===== config.mk =====
export PLATFORM = sky130hd
export DESIGN_NAME = approx_adder_error_monitor_flat
export DESIGN_NICKNAME = d
export VERILOG_FILES = /design/src/rtl/approx_adder_error_monitor_pkg.sv /design/src/rtl/approx_adder_error_monitor_if.sv /design/src/rtl/approx_adder_error_monitor_accum.sv /design/src/rtl/approx_adder_error_monitor.sv /design/src/flat_wrapper.sv
export SDC_FILE = /design/constraint.sdc
export NUM_CORES = 1
export LEC_CHECK = 0
export ABC_AREA = 0
export CAP_MARGIN = 40
export CORE_MARGIN = 3
export CORE_UTILIZATION = 50
export DETAILED_ROUTE_END_ITERATION = 16
export PLACE_DENSITY = 0.77
export SYNTH_ARGS = -nofsm -noshare
export SYNTH_HDL_FRONTEND = slang
export SYNTH_SLANG_ARGS = --single-unit

===== constraint.sdc =====
create_clock -name clk -period 4.1 [get_ports clk]
set_input_delay 0.82 -clock clk [delete_from_list [all_inputs] [get_ports clk]]
set_output_delay 0.82 -clock clk [all_outputs]
set_load 0.02 [all_outputs]

===== src/rtl/approx_adder_error_monitor_pkg.sv =====
// Shared definitions for the approximate-adder error monitor: sweep FSM
// encoding and the metric widths derived from the operand width.
package approx_pkg;

    localparam int DEF_WIDTH = 8;

    typedef enum logic [1:0] {
        ST_IDLE,
        ST_RUN,
        ST_DRAIN,
        ST_DONE
    } state_t;

    function automatic int pair_w(input int w);
        return 2 * w;
    endfunction

    function automatic int err_cnt_w(input int w);
        return 2 * w + 1;
    endfunction

    function automatic int max_ed_w(input int w);
        return w + 1;
    endfunction

    function automatic int sum_ed_w(input int w);
        return 3 * w + 1;
    endfunction

endpackage


===== src/rtl/approx_adder_error_monitor_if.sv =====
// Operand/result bus between the monitor (master) and the adder under test (slave).
interface approx_adder_error_monitor_if #(
    parameter int WIDTH = 8
);
    logic [WIDTH-1:0] a_out;
    logic [WIDTH-1:0] b_out;
    logic             cin_out;
    logic [WIDTH:0]   approx_sum;

    modport master (output a_out, output b_out, output cin_out, input approx_sum);
    modport slave  (input a_out, input b_out, input cin_out, output approx_sum);
endinterface


===== src/rtl/approx_adder_error_monitor_accum.sv =====
// Stage E registers the aligned exact/approx pair; stage A folds its error
// distance into the count, maximum and running-sum metrics.
module approx_err_accum
    import approx_pkg::*;
#(
    parameter int WIDTH = DEF_WIDTH
) (
    input  logic                           clk,
    input  logic                           rst_n,
    input  logic                           clr,
    input  logic                           valid,
    input  logic [WIDTH:0]                 exact,
    input  logic [WIDTH:0]                 approx,
    output logic [err_cnt_w(WIDTH)-1:0]    err_count,
    output logic [max_ed_w(WIDTH)-1:0]     max_ed,
    output logic [sum_ed_w(WIDTH)-1:0]     sum_ed
);
    localparam int EW = err_cnt_w(WIDTH);
    localparam int MW = max_ed_w(WIDTH);
    localparam int SW = sum_ed_w(WIDTH);

    logic             e_vld_q, e_vld_d;
    logic [WIDTH:0]   e_exact_q, e_exact_d;
    logic [WIDTH:0]   e_approx_q, e_approx_d;
    logic [EW-1:0]    err_q, err_d;
    logic [MW-1:0]    max_q, max_d;
    logic [SW-1:0]    sum_q, sum_d;
    logic [WIDTH+1:0] diff;
    logic [WIDTH:0]   ed;

    always_comb begin
        e_vld_d    = valid & ~clr;
        e_exact_d  = exact;
        e_approx_d = approx;

        // One extra bit keeps the sign, so the magnitude always fits WIDTH+1 bits.
        diff = {1'b0, e_exact_q} - {1'b0, e_approx_q};
        if (diff[WIDTH+1]) begin
            ed = ~diff[WIDTH:0] + (WIDTH+1)'(1);
        end else begin
            ed = diff[WIDTH:0];
        end

        err_d = err_q;
        max_d = max_q;
        sum_d = sum_q;
        if (clr) begin
            err_d = '0;
            max_d = '0;
            sum_d = '0;
        end else if (e_vld_q) begin
            err_d = err_q + EW'(ed != '0);
            sum_d = sum_q + SW'(ed);
            if (ed > max_q) begin
                max_d = ed;
            end
        end
    end

    always_ff @(posedge clk or negedge rst_n) begin
        if (!rst_n) begin
            e_vld_q    <= 1'b0;
            e_exact_q  <= '0;
            e_approx_q <= '0;
            err_q      <= '0;
            max_q      <= '0;
            sum_q      <= '0;
        end else begin
            e_vld_q    <= e_vld_d;
            e_exact_q  <= e_exact_d;
            e_approx_q <= e_approx_d;
            err_q      <= err_d;
            max_q      <= max_d;
            sum_q      <= sum_d;
        end
    end

    assign err_count = err_q;
    assign max_ed    = max_q;
    assign sum_ed    = sum_q;

endmodule


===== src/rtl/approx_adder_error_monitor.sv =====
// Exhaustive operand sweep around an approximate adder, with a latency-matched
// exact reference feeding the error-metric accumulator.
module approx_adder_error_monitor
    import approx_pkg::*;
#(
    parameter int   WIDTH   = DEF_WIDTH,
    parameter int   DUT_LAT = 0,
    parameter logic CIN_VAL = 1'b0
) (
    input  logic                            clk,
    input  logic                            rst_n,
    input  logic                            start,
    approx_adder_error_monitor_if.master    adder,
    output logic                            busy,
    output logic                            done,
    output logic [err_cnt_w(WIDTH)-1:0]     err_count,
    output logic [max_ed_w(WIDTH)-1:0]      max_ed,
    output logic [sum_ed_w(WIDTH)-1:0]      sum_ed
);
    localparam int             PW         = pair_w(WIDTH);
    localparam logic [PW-1:0]  K_MAX      = '1;
    localparam logic [2:0]     DRAIN_LAST = 3'(DUT_LAT + 1);

    state_t         state_q, state_d;
    logic [PW-1:0]  k_q, k_d;
    logic [2:0]     drain_q, drain_d;
    logic           busy_q, busy_d;
    logic           done_q, done_d;
    logic           clr;
    logic           valid_now;
    logic [WIDTH:0] exact_now;
    logic           vld_al;
    logic [WIDTH:0] exact_al;

    always_comb begin
        state_d = state_q;
        k_d     = k_q;
        drain_d = drain_q;
        busy_d  = busy_q;
        done_d  = done_q;
        clr     = 1'b0;
        case (state_q)
            ST_IDLE, ST_DONE: begin
                if (start) begin
                    state_d = ST_RUN;
                    k_d     = '0;
                    clr     = 1'b1;
                    busy_d  = 1'b1;
                    done_d  = 1'b0;
                end
            end
            ST_RUN: begin
                if (k_q == K_MAX) begin
                    state_d = ST_DRAIN;
                    drain_d = '0;
                end else begin
                    k_d = k_q + PW'(1);
                end
            end
            ST_DRAIN: begin
                // Wait for the last pair to clear the delay line, stage E and stage A.
                if (drain_q == DRAIN_LAST) begin
                    state_d = ST_DONE;
                    busy_d  = 1'b0;
                    done_d  = 1'b1;
                end else begin
                    drain_d = drain_q + 3'd1;
                end
            end
            default: state_d = ST_IDLE;
        endcase
    end

    always_ff @(posedge clk or negedge rst_n) begin
        if (!rst_n) begin
            state_q <= ST_IDLE;
            k_q     <= '0;
            drain_q <= '0;
            busy_q  <= 1'b0;
            done_q  <= 1'b0;
        end else begin
            state_q <= state_d;
            k_q     <= k_d;
            drain_q <= drain_d;
            busy_q  <= busy_d;
            done_q  <= done_d;
        end
    end

    assign adder.a_out   = k_q[PW-1:WIDTH];
    assign adder.b_out   = k_q[WIDTH-1:0];
    assign adder.cin_out = CIN_VAL;

    assign valid_now = (state_q == ST_RUN);
    assign exact_now = {1'b0, adder.a_out} + {1'b0, adder.b_out} + (WIDTH+1)'(CIN_VAL);

    if (DUT_LAT == 0) begin : g_no_delay
        assign vld_al   = valid_now;
        assign exact_al = exact_now;
    end else begin : g_delay
        logic [DUT_LAT-1:0] vld_q, vld_d;
        logic [WIDTH:0]     ex_q [DUT_LAT];
        logic [WIDTH:0]     ex_d [DUT_LAT];

        always_comb begin
            vld_d[0] = valid_now;
            ex_d[0]  = exact_now;
            for (int i = 1; i < DUT_LAT; i++) begin
                vld_d[i] = vld_q[i-1];
                ex_d[i]  = ex_q[i-1];
            end
        end

        always_ff @(posedge clk or negedge rst_n) begin
            if (!rst_n) begin
                vld_q <= '0;
                for (int i = 0; i < DUT_LAT; i++) begin
                    ex_q[i] <= '0;
                end
            end else begin
                vld_q <= vld_d;
                for (int i = 0; i < DUT_LAT; i++) begin
                    ex_q[i] <= ex_d[i];
                end
            end
        end

        assign vld_al   = vld_q[DUT_LAT-1];
        assign exact_al = ex_q[DUT_LAT-1];
    end

    approx_err_accum #(
        .WIDTH (WIDTH)
    ) u_accum (
        .clk       (clk),
        .rst_n     (rst_n),
        .clr       (clr),
        .valid     (vld_al),
        .exact     (exact_al),
        .approx    (adder.approx_sum),
        .err_count (err_count),
        .max_ed    (max_ed),
        .sum_ed    (sum_ed)
    );

    assign busy = busy_q;
    assign done = done_q;

endmodule


===== src/flat_wrapper.sv =====
// flat-port wrapper written by rule: the top's interface ports become plain ports
module approx_adder_error_monitor_flat import approx_pkg::*;
#(
    parameter int   WIDTH   = DEF_WIDTH,
    parameter int   DUT_LAT = 0,
    parameter logic CIN_VAL = 1'b0
)
  (clk, rst_n, start, busy, done, err_count, max_ed, sum_ed, adder_a_out, adder_b_out, adder_cin_out, adder_approx_sum);
  approx_adder_error_monitor_if #(.WIDTH(WIDTH)) adder_i ();
  input  logic clk;
  input  logic rst_n;
  input  logic start;
  output logic busy;
  output logic done;
  output logic [err_cnt_w(WIDTH)-1:0] err_count;
  output logic [max_ed_w(WIDTH)-1:0] max_ed;
  output logic [sum_ed_w(WIDTH)-1:0] sum_ed;
  output wire logic [$bits(adder_i.a_out)-1:0] adder_a_out;
  output wire logic [$bits(adder_i.b_out)-1:0] adder_b_out;
  output wire logic [$bits(adder_i.cin_out)-1:0] adder_cin_out;
  input wire logic [$bits(adder_i.approx_sum)-1:0] adder_approx_sum;
  assign adder_a_out = adder_i.a_out;
  assign adder_b_out = adder_i.b_out;
  assign adder_cin_out = adder_i.cin_out;
  assign adder_i.approx_sum = adder_approx_sum;
  approx_adder_error_monitor #(.WIDTH(WIDTH), .DUT_LAT(DUT_LAT), .CIN_VAL(CIN_VAL)) u_core (.clk(clk), .rst_n(rst_n), .start(start), .adder(adder_i), .busy(busy), .done(done), .err_count(err_count), .max_ed(max_ed), .sum_ed(sum_ed));
endmodule

Word level (Yosys, flattened, before mapping)
Index checks and enable logic that the tools add are counted.
Storage, ports and cells
  input bits: 12
  output and inout bits: 70
  register bits: 93
Operators by class
  $lt $le $gt $ge: 1
  bitwise operators: 3
  equality and inequality tests: 10
  multiplexer cells: 26
  reduce and logical (&&, ||, !) cells: 13
  add/subtract/negate cells: 7
Operators by type and width (number)
  $mux W25: 2
  $mux W9: 4
  $mux W17: 2
  $mux W16: 2
  $pmux W16 S2: 1
  $add A25 B9 Y25: 1
  $add A17 B1 Y17: 1
  $add A16 B1 Y16 const B: 1
  $eq A16 B16 Y1 const B: 1
  $reduce_and A3 Y1: 4
  $reduce_bool A2 Y1: 5
  $sub A9 B9 Y10: 1
  $add A8 B8 Y9: 1
  $add A9 B1 Y9 const B: 1
  $gt A9 B9 Y1: 1
  $not A9 Y9: 1
  $reduce_bool A9 Y1: 1
  $mux W1: 6
  $mux W2: 3
  $mux W3: 2
  $ne A2 B2 Y1 const B: 3
  $pmux W2 S3: 1
  $pmux W3 S2: 1
  $eq A2 B2 Y1 const B: 2
  other kinds (10): 12

Logic depth before layout (Yosys ltp)
Gate-level depths: netlist of run 1.
  depth in word-level cells: 8
  gate-level depth with buffers: 20
  depth with buffers taken out: 20

Hierarchy
A second synthesis of run 1 with hierarchy kept.
Second synthesis, totals
  cell total of the unflattened synthesis: 633
  area total of the unflattened synthesis: 5958.2 um2
Modules (own cells, without submodules)
  approx_err_accum: area each 4185.3 um2, cells an instance 437, sequential area each 1751.7 um2, times used 1
  approx_adder_error_monitor: area each 1773.0 um2, cells an instance 196, sequential area each 575.6 um2, times used 1

Least setup slack after synthesis of run 1
No wires, ideal clock.
  path kind: register to register
  start: reg u_core.u_accum.e_exact_q[0]
  end: reg u_core.u_accum.sum_q[11] (netlist: u_core.u_accum.sum_ed[11])
  data required time: 3.968 ns
  library setup time: 0.132 ns
  arrival: 3.725 ns
  slack: 0.243 ns
  cell stages (with the launch flop): 18
  cell sequence: dfrtp_1 > inv_1 > ha_1 > inv_1 > fa_1 > a21o_1 > a21oi_1 > xor2_1 > a31oi_1 > xnor2_1 > ha_1 > or4_1 > a21oi_1 > o31ai_1 > a21oi_1 > nor3b_1 > xnor2_1 > nor2_1
Between the ends
  cells in the longest elaborated chain, start to end: 7
RTL lines
  start: declaration: line approx_adder_error_monitor_accum.sv:23  | logic [WIDTH:0] e_exact_q, e_exact_d;
  start signal: assignment: line approx_adder_error_monitor_accum.sv:70  | e_exact_q <= e_exact_d;
  $sub A9 B9 Y10 (*): line approx_adder_error_monitor_accum.sv:37  | diff = {1'b0, e_exact_q} - {1'b0, e_approx_q};
  $not A9 Y9: line approx_adder_error_monitor_accum.sv:39  | ed = ~diff[WIDTH:0] + (WIDTH+1)'(1);
  $add A9 B1 Y9: line approx_adder_error_monitor_accum.sv:39
  $mux W9 (*): line approx_adder_error_monitor_accum.sv:38  | if (diff[WIDTH+1]) begin
  $add A25 B9 Y25 (*): line approx_adder_error_monitor_accum.sv:53  | sum_d = sum_q + SW'(ed);
  $mux W25 (*): line approx_adder_error_monitor_accum.sv:51  | end else if (e_vld_q) begin
  $mux W25 (*): line approx_adder_error_monitor_accum.sv:47  | if (clr) begin
  end signal: assignment: line approx_adder_error_monitor_accum.sv:74  | sum_q <= sum_d;
  end: declaration: line approx_adder_error_monitor_accum.sv:27  | logic [SW-1:0] sum_q, sum_d;
Every way passes the cells marked *; elsewhere a longest branch is shown, timed or not. The select of a mux whose other input is x is not followed.
A chain may end at the register's enable or synchronous reset.

Final worst setup path of run 1
  start: reg u_core.u_accum.e_exact_q[0]
  end: reg u_core.u_accum.err_q[16] (netlist: u_core.u_accum.err_count[16])
Between the ends
  cells in the longest elaborated chain, start to end: 8
RTL lines
  $sub A9 B9 Y10 (*): line approx_adder_error_monitor_accum.sv:37
  $not A9 Y9: line approx_adder_error_monitor_accum.sv:39
  $add A9 B1 Y9: line approx_adder_error_monitor_accum.sv:39
  $mux W9 (*): line approx_adder_error_monitor_accum.sv:38
  $reduce_bool A9 Y1 (*): line approx_adder_error_monitor_accum.sv:52  | err_d = err_q + EW'(ed != '0);
  $add A17 B1 Y17 (*): line approx_adder_error_monitor_accum.sv:52
  $mux W17 (*): line approx_adder_error_monitor_accum.sv:51
  $mux W17 (*): line approx_adder_error_monitor_accum.sv:47
  end signal: assignment: line approx_adder_error_monitor_accum.sv:72  | err_q <= err_d;
  end: declaration: line approx_adder_error_monitor_accum.sv:25  | logic [EW-1:0] err_q, err_d;
Marked as above.

==> impl_metrics.py, run 1 <==
metrics = {
    "global_routing": {
        "grt_pass1_wl_mm": 21.4,
        "grt_max_degree": 59,
        "antenna_found_initial": 0,
        "grt_use_met3": 0.0420,
        "globalRouteMet1Util": 0.264,
        "gr-usage-all-layers": 0.206,
        "busiest_layer": "met2",
        "grt_pass1_vias": 4498,
        "met2_usage": 0.346,
        "gr-total-overflow": 0,
    },
    "cells_and_area": {
        "multi_input_area_um2": 3250,
        "regArea_um2": 2330,
        "fillers": 862,
        "area_growth_pct": 25.8,
        "finalNetCount": 751,
        "n_antenna_cell": 0,
        "drive_gt1_frac": 0.0993,
    },
    "placement": {
        "place_congestion": 0.845,
        "port_buffers": 80,
        "dpl.hpwl_mm": 9.35,
    },
    "logic_synthesis": {
        "yosys_warnings": 0,
        "syn_area_um2": 5690,
        "synth_top_cell_by_area": "dfrtp_1",
        "synthCells": 594,
        "syn_avg_cell_area_um2": 9.58,
        "ys_ff_latch": 93,
        "syn_nets": 654,
        "synth.distinct_cells": 59,
        "ys_top_cells_by_count": "93 x dfrtp_1, 77 x nor2_1, 45 x ha_1",
        "ys_async_sr_fraction": 1.00,
        "ys_seq_area_frac": 0.409,
        "synth_top_cell_area_share": 0.409,
        "ys.flop_type": "dfrtp_1",
        "synthTopCellsByArea": "dfrtp_1 41%, ha_1 9.9%, nor2_1 5.1%, xnor2_1 4.9%, xor2_1 4.6%",
        "yosysMostFrequentCell": "dfrtp_1",
        "synth_edf_count": 0,
    },
    "worst_setup_path": {
        "arrival_ns": 4.14,
        "reg2regPathDepth": 20,
        "critPathLaunchType": "flop",
        "critical_path.most_common_cell": "ha_1",
        "critPathMaxFanout": 4,
        "worstPathRequired_ns": 4.31,
        "critPathBufInv": 3,
        "cp_top_family": "compound AO/OA/AOI/OAI gates",
        "endpoint_kind": "flop",
        "cpPeakStageDelay_ns": 0.42,
        "critPathSlowestCell": "a2111o_1",
        "cp_cell_sequence": "inv_1 > ha_1 > inv_1 > fa_2 > a21o_1 > a2111o_1 > a21o_1 > a21oi_2 > xor2_2 > buf_4 > o31ai_1 > nand4b_1 > ha_1 > ha_1 > nand3_1 > nor2_1 > and2_1 > nand3_1 > xor2_1 > nor2_1",
        "path_class": "flop to flop",
        "path_depth": 20,
    },
    "floorplanning": {
        "fp.dieW_um": 113,
        "die_height_um": 113,
        "dieArea_um2": 12700,
        "start_util": 0.518,
        "coreArea_um2": 11000,
        "io_pins": 82,
        "std_cell_rows": 38,
    },
    "timing": {
        "finalSetupTns_ns": 0,
        "hold_viol_final": 0,
        "fmax_mhz": 255,
        "finalClockSkew_ns": 0.00724,
        "finalSetupViolCount": 0,
        "max-slew-margin-rel": 0.397,
        "period_needed_ns": 3.93,
        "worst_pin_slew_ns": 0.901,
        "fin_crit_sh": 0.958,
        "maxSlewViolCount": 0,
    },
    "cts": {
        "hold_buffers": 0,
        "cts_buffers": 9,
        "clock_sinks": 93,
        "clk_latency_ns": 0.34,
        "cts_buffer_depth": 2,
        "cts_tree": "yes",
        "cts.reportedPaths.clkPinSlew_ns": 0.07,
        "root_buffer": "clkbuf_16",
        "cts_max_level": 3,
    },
    "routing": {
        "routed_wl_mm": 13.0,
        "drt_iter0_markers": 291,
        "ant_nets": 0,
        "vias_per_cell": 5.48,
        "dr_total_vias": 4577,
        "drc_errors": 0,
        "wl_per_cell_um": 15.5,
        "drt_pre_antenna_iters": 5,
    },
    "pwr": {
        "p_per_area_nw_per_um2": 563,
        "cellLeakagePower_nw": 3.29,
        "total_power_w": 0.00403,
        "ir_drop_mv": 0.517,
    },
    "status": {
        "status": "complete, no violations",
    },
    "worst_hold_path": {
        "min_path_type": "input port to async pin",
    },
    "run": {
        "drv_cap": 0,
    },
}
[worst paths after layout]
path	start	to	slack, ns
max	u_core.u_accum.e_exact_q[0]	u_core.u_accum.err_count[16]	0.17
min	rst_n	u_core.u_accum.sum_ed[20]	0.53
max reg2reg	u_core.u_accum.e_exact_q[0]	u_core.u_accum.err_count[16]	0.17
min reg2reg	u_core.busy	u_core.busy	0.53
max in group asynchronous	rst_n	u_core.u_accum.max_ed[7]	2.79
min in group clk	u_core.busy	u_core.busy	0.53
[final cells by class]
type,count,area share
Clock buffer,11,0.0339
Clock inverter,4,0.00682
Inverter,42,0.0220
Multi-Input combinational cell,444,0.454
Sequential cell,93,0.325
Tap cell,140,0.0245
Timing Repair Buffer,101,0.134
[layout by cell type, fill, tap and decap left out, types with 3 or more instances in the layout]
master	Yosys	final
xor2_1	30	28
nor4_1	5	4
o31ai_1	5	3
nor3_1	5	4
o21ai_0	26	25
nor3b_1	7	4
xnor2_1	32	31
nand2_1	37	37
nor2b_1	5	5
clkbuf_16	0	9
nand3_1	16	16
or3_1	4	4
nor2_1	77	76
buf_4	1	22
inv_1	42	42
o21a_1	5	5
nand4_1	11	11
a21oi_1	30	28
o21bai_1	5	3
and2_1	3	3
xor2_2	1	3
clkdlybuf4s50_1	0	79
a21o_1	7	7
a31oi_1	7	7
dfrtp_1	93	93
a21oi_2	1	3
a211oi_1	6	4
ha_1	45	44
mux2i_1	16	16
nor3b_2	1	4
and3_1	17	17
nand2b_1	8	8
[power breakdown]
group	switching, W	internal [W]
logic	0.00110	0.000853
registers	0.000173	0.00107
clock network	0.000349	0.000485
total	0.00162	0.00241
[through the flow]
step | hold WS (ns) | area, um^2 | util | worst slack [ns] | instances
after floorplan | 0.482 | 5690 | - | 0.243 | 594
after detailed placement | 0.505 | 6720 | 0.612 | 0.102 | 816
after global placement | 0.492 | 6720 | 0.612 | 0.193 | 816
after CTS | 0.530 | 7010 | 0.638 | 0.0656 | 831
final | 0.527 | 7160 | 0.652 | 0.172 | 835
after global routing | 0.565 | 7160 | 0.652 | -0.0581 | 835
[sequential cells by signal (all words and copies together), names as in the netlist]
| signal | count |
|---|---|
| u_core.u_accum.e_exact_q | 9 |
| u_core.u_accum.sum_ed | 25 |
| u_core.u_accum.err_count | 17 |
| u_core.busy | 1 |
| u_core.k_q | 16 |
| u_core.u_accum.max_ed | 9 |
| u_core.drain_q | 3 |
| u_core.done | 1 |
| u_core.u_accum.e_vld_q | 1 |
| u_core.state_q | 2 |
| u_core.u_accum.e_approx_q | 9 |
[per-layer routing]
layer	wire, um	up-vias
li1	-	2253
met1	5770	2198
met2	6490	106
met3	437	20
met4	290	0
met5	0	-
[logic make-up (layout without fill, tap and decap cells)]
logic type | count (synthesis) | count (layout) | synth area share
AOI/OAI and AO/OA | 108 | 108 | 0.128
xor gates and xnor gates | 64 | 64 | 0.101
adders and majority gates | 48 | 48 | 0.110
buffers and inverters | 57 | 158 | 0.0416
DFF | 93 | 93 | 0.409
muxes | 16 | 16 | 0.0281
other | 1 | 1 | 0.000659
and+or+nand+nor | 207 | 207 | 0.182
[repair_timing]
action	in CTS	in global routing
hold endpoints to repair	0	0
endpoints found under the setup margin	0	31
resized for setup	0	22
setup buffers	0	4
No activity file was read; power rests on OpenSTA's default activity.
==> inputs of run 2 (changes only) <==
--- a/config.mk
+++ b/config.mk
@@ -8,9 +8,9 @@
 export ABC_AREA = 0
 export CAP_MARGIN = 40
 export CORE_MARGIN = 3
-export CORE_UTILIZATION = 50
+export CORE_UTILIZATION = 30
 export DETAILED_ROUTE_END_ITERATION = 16
-export PLACE_DENSITY = 0.77
 export SYNTH_ARGS = -nofsm -noshare
 export SYNTH_HDL_FRONTEND = slang
+export SYNTH_HIERARCHICAL = 1
 export SYNTH_SLANG_ARGS = --single-unit
==> run 2 against run 1 <==
Compared with the run above:
- worst setup slack lost 0.056 ns
- combinational power shrank 7%
- sequential share of layout area decreased by 2.5 points
- area after synthesis rose by 4.7%
- via count grew 8.8%
- largest power group unchanged
- fmax decreased by 1.4%
- global-route usage down 7.3 points
- critical path depth down 2
- power down 1.7%
- final area is 8.3% higher
==> impl_metrics.py, run 2 <==
metrics = {
    "timing": {
        "maxSlewViolCount": 0,
        "fin_crit_sh": 0.972,
        "max-slew-margin-rel": 0.571,
        "finalSetupViolCount": 0,
        "timing.hold.ws_ns": 0.485,
        "rsz0062_at_grt": "true",
        "hold_viol_final": 0,
        "finalSetupTns_ns": 0,
        "finalClockSkew_ns": 0.0120,
        "fmax_mhz": 251,
        "period_needed_ns": 3.98,
        "worst_pin_slew_ns": 0.643,
    },
    "pwr": {
        "p_sw_frac": 0.384,
        "intPower_w": 0.00244,
        "p_per_area_nw_per_um2": 511,
        "power_frac_comb": 0.457,
        "power_frac_clock": 0.221,
        "ir_drop_mv": 0.209,
        "p_sw_w": 0.00152,
        "pwr-share-seq": 0.322,
        "cellLeakagePower_nw": 3.45,
    },
    "logic_synthesis": {
        "synth_edf_count": 0,
        "syn_nets": 693,
        "ys_async_sr_fraction": 1.00,
        "synthCells": 633,
        "synthAdderAreaFrac": 0.105,
        "synth_top_cell_by_area": "dfrtp_1",
        "syn_avg_cell_area_um2": 9.41,
        "synthTopCellsByArea": "dfrtp_1 39%, ha_1 9.4%, xor2_1 3.8%, nor2_1 3.5%, a21oi_1 2.9%",
        "synth_xor_area_frac": 0.0628,
        "ys.flop_type": "dfrtp_1",
        "ys_top_cells_by_count": "93 x dfrtp_1, 56 x nor2_1, 45 x ha_1",
        "synth_compound_area_frac": 0.173,
        "yosys_warnings": 6,
        "yosysMostFrequentCell": "dfrtp_1",
        "synth_top_cell_area_share": 0.391,
        "synth_top_family_by_area": "simple AND/OR/NAND/NOR gates",
        "yosys.area_share.simple": 0.191,
        "synthMuxAreaShare": 0.0349,
        "synth.distinct_cells": 70,
        "ys_ff_latch": 93,
        "syn_area_um2": 5960,
        "ys_seq_area_frac": 0.391,
    },
    "worst_setup_path": {
        "path_class": "flop to flop",
        "reg2regPathDepth": 18,
        "arrival_ns": 4.20,
        "critPathCapture": "u_core/u_accum/err_count[4]",
        "worstSetupStartpoint": "u_core/u_accum/e_exact_q[0]",
        "reg2reg_slack_ns": 0.12,
        "critPathLaunchType": "flop",
        "reg2reg_to": "u_core/u_accum/err_count[4]",
        "worstPathRequired_ns": 4.32,
        "endpoint_kind": "flop",
        "r2r_start": "u_core/u_accum/e_exact_q[0]",
        "critPathMaxFanout": 6,
    },
    "floorplanning": {
        "start_util": 0.312,
        "coreArea_um2": 19100,
        "dieArea_um2": 21600,
        "std_cell_rows": 50,
        "die_height_um": 147,
        "fp.dieW_um": 147,
        "io_pins": 82,
    },
    "cts": {
        "cts_buffers": 9,
        "clk_latency_ns": 0.35,
        "cts_max_level": 3,
        "root_buffer": "clkbuf_16",
        "cts.reportedPaths.clkPinSlew_ns": 0.08,
        "clock_sinks": 93,
        "cts_buffer_depth": 2,
        "cts_tree": "yes",
    },
    "cells_and_area": {
        "drive_gt1_frac": 0.142,
        "fin_area_um2": 7750,
        "final_common_cell": "dfrtp_1",
        "n_antenna_cell": 0,
        "final_cell_mix": "93 x dfrtp_1, 79 x clkdlybuf4s50_1, 56 x nor2_1",
        "fillers": 1878,
        "largest_reg_flops": 25,
        "finalNonFillerCells": 1005,
        "fin_util": 0.406,
        "area_growth_pct": 30.1,
        "finalNetCount": 800,
    },
    "placement": {
        "detailed_place.area_um2": 7200,
        "port_buffers": 80,
        "dpl.hpwl_mm": 10.6,
        "place_congestion": 0.803,
        "dp.cells": 980,
    },
    "global_routing": {
        "grt_pass1_wl_mm": 23.9,
        "busiest_layer": "met2",
        "antenna_found_initial": 0,
        "grt_pass1_vias": 4640,
        "met2_usage": 0.208,
        "grt_use_met3": 0.0271,
        "grt_max_degree": 53,
        "gr-usage-all-layers": 0.133,
        "globalRouteMet1Util": 0.186,
        "gr-total-overflow": 0,
    },
    "worst_hold_path": {
        "min_path_type": "input port to async pin",
    },
    "routing": {
        "routed_wl_mm": 14.6,
        "wl_per_cell_um": 14.5,
        "dr_total_vias": 4981,
        "drc_errors": 0,
        "ant_nets": 0,
        "drt_iter0_markers": 237,
        "vias_per_cell": 4.96,
        "drt_pre_antenna_iters": 4,
    },
    "status": {
        "status": "complete, no violations",
    },
    "run": {
        "drv_cap": 0,
    },
}
==> run 2: changes by cell type after synthesis, sizes merged, moves of 6 or more <==
cell,previous run,this run
or4,2,9
and3,18,12
a211oi,6,12
clkbuf,7,16
o211ai,1,11
nor2,77,56
xnor2,33,15
==> run 2: timing repair <==
item                                    in CTS  in global routing
pin swaps                                    0                 22
hold buffers                                 0                  0
resized for setup                            1                 43
endpoints found under the setup margin       6                 34
gates cloned                                 0                  0
buffers inserted                             0                  9
==> run 2: worst max-delay path: stages (launching register included) <==
cell and delay, ns:
dfrtp_1 0.36, inv_1 0.05, ha_2 0.17, inv_2 0.04, fa_2 0.37, a21o_4 0.23
a21oi_4 0.18, xnor2_4 0.13, or4_1 0.48, a211o_1 0.32, a2111oi_2 0.37, nand4b_1 0.19
ha_2 0.25, ha_4 0.16, and3_4 0.15, buf_4 0.15, nand2_2 0.06, xor2_1 0.15
nor2_1 0.05
==> run 2: layout make-up <==
class                   instances  area [um^2]  share of cell area
flip-flops and latches         93         2330               0.300
well taps                     260          325              0.0420
clock buffers                   9          225              0.0291
inverters                      44          165              0.0213
clock inverters                 7         82.6              0.0107
multi-input cells             476         3550               0.458
repair buffers                116         1070               0.138
==> run 2: worst min path at each step <==
stage                                            to         startpoint  cells past startpoint  slack (ns)
after floorplan                   u_core/drain_q[2]  u_core/drain_q[2]                      1        0.49
after global placement            u_core/state_q[1]  u_core/state_q[1]                      1        0.51
after detailed placement                u_core/busy        u_core/busy                      1        0.51
after CTS                 u_core/u_accum/sum_ed[16]              rst_n                      1        0.51
after global routing      u_core/u_accum/sum_ed[16]              rst_n                      1        0.53
final                     u_core/u_accum/sum_ed[16]              rst_n                      1        0.48
==> run 2: metal layers <==
metal / wire length [um] / up-vias
met5: 0 / -
met4: 274 / 0
met3: 566 / 16
met2: 6920 / 96
met1: 6820 / 2380
li1: - / 2489
==> run 2: cells by family (layout without fill, tap and decap cells) <==
| logic type | after synthesis | in the layout |
|---|---|---|
| adders and majority gates | 48 | 48 |
| other | 1 | 1 |
| and+or+nand+nor | 216 | 216 |
| DFF | 93 | 93 |
| AOI/OAI and AO/OA | 150 | 150 |
| xor gates and xnor gates | 41 | 41 |
| buffers and inverters | 64 | 176 |
| muxes | 20 | 20 |
==> run 2: stage by stage <==
step / total power (W) / setup WS [ns]
after floorplan: 0.00229 / 0.0189
after global routing: 0.00424 / -0.0707
after CTS: 0.00387 / -0.00511
after detailed placement: 0.00298 / -0.00685
final: 0.00396 / 0.116
after global placement: 0.00296 / 0.0522
==> run 2: power groups by stage <==
stage	logic (W)	clock network, W	registers [W]
CTS	0.00170	0.000898	0.00127
finish	0.00181	0.000874	0.00128
global placement	0.00167	0	0.00129
global route	0.00200	0.000932	0.00131
floorplan	0.000851	0	0.00144
detailed placement	0.00169	0	0.00129
==> inputs of run 3 (changes only) <==
--- a/config.mk
+++ b/config.mk
@@ -9,6 +9,7 @@
 export CAP_MARGIN = 40
 export CORE_MARGIN = 3
 export CORE_UTILIZATION = 30
+export CTS_CLUSTER_DIAMETER = 200
 export DETAILED_ROUTE_END_ITERATION = 16
 export SYNTH_ARGS = -nofsm -noshare
 export SYNTH_HDL_FRONTEND = slang
==> results of run 3 <==
Final layout, timing and power as in run 2 (identical DEF).
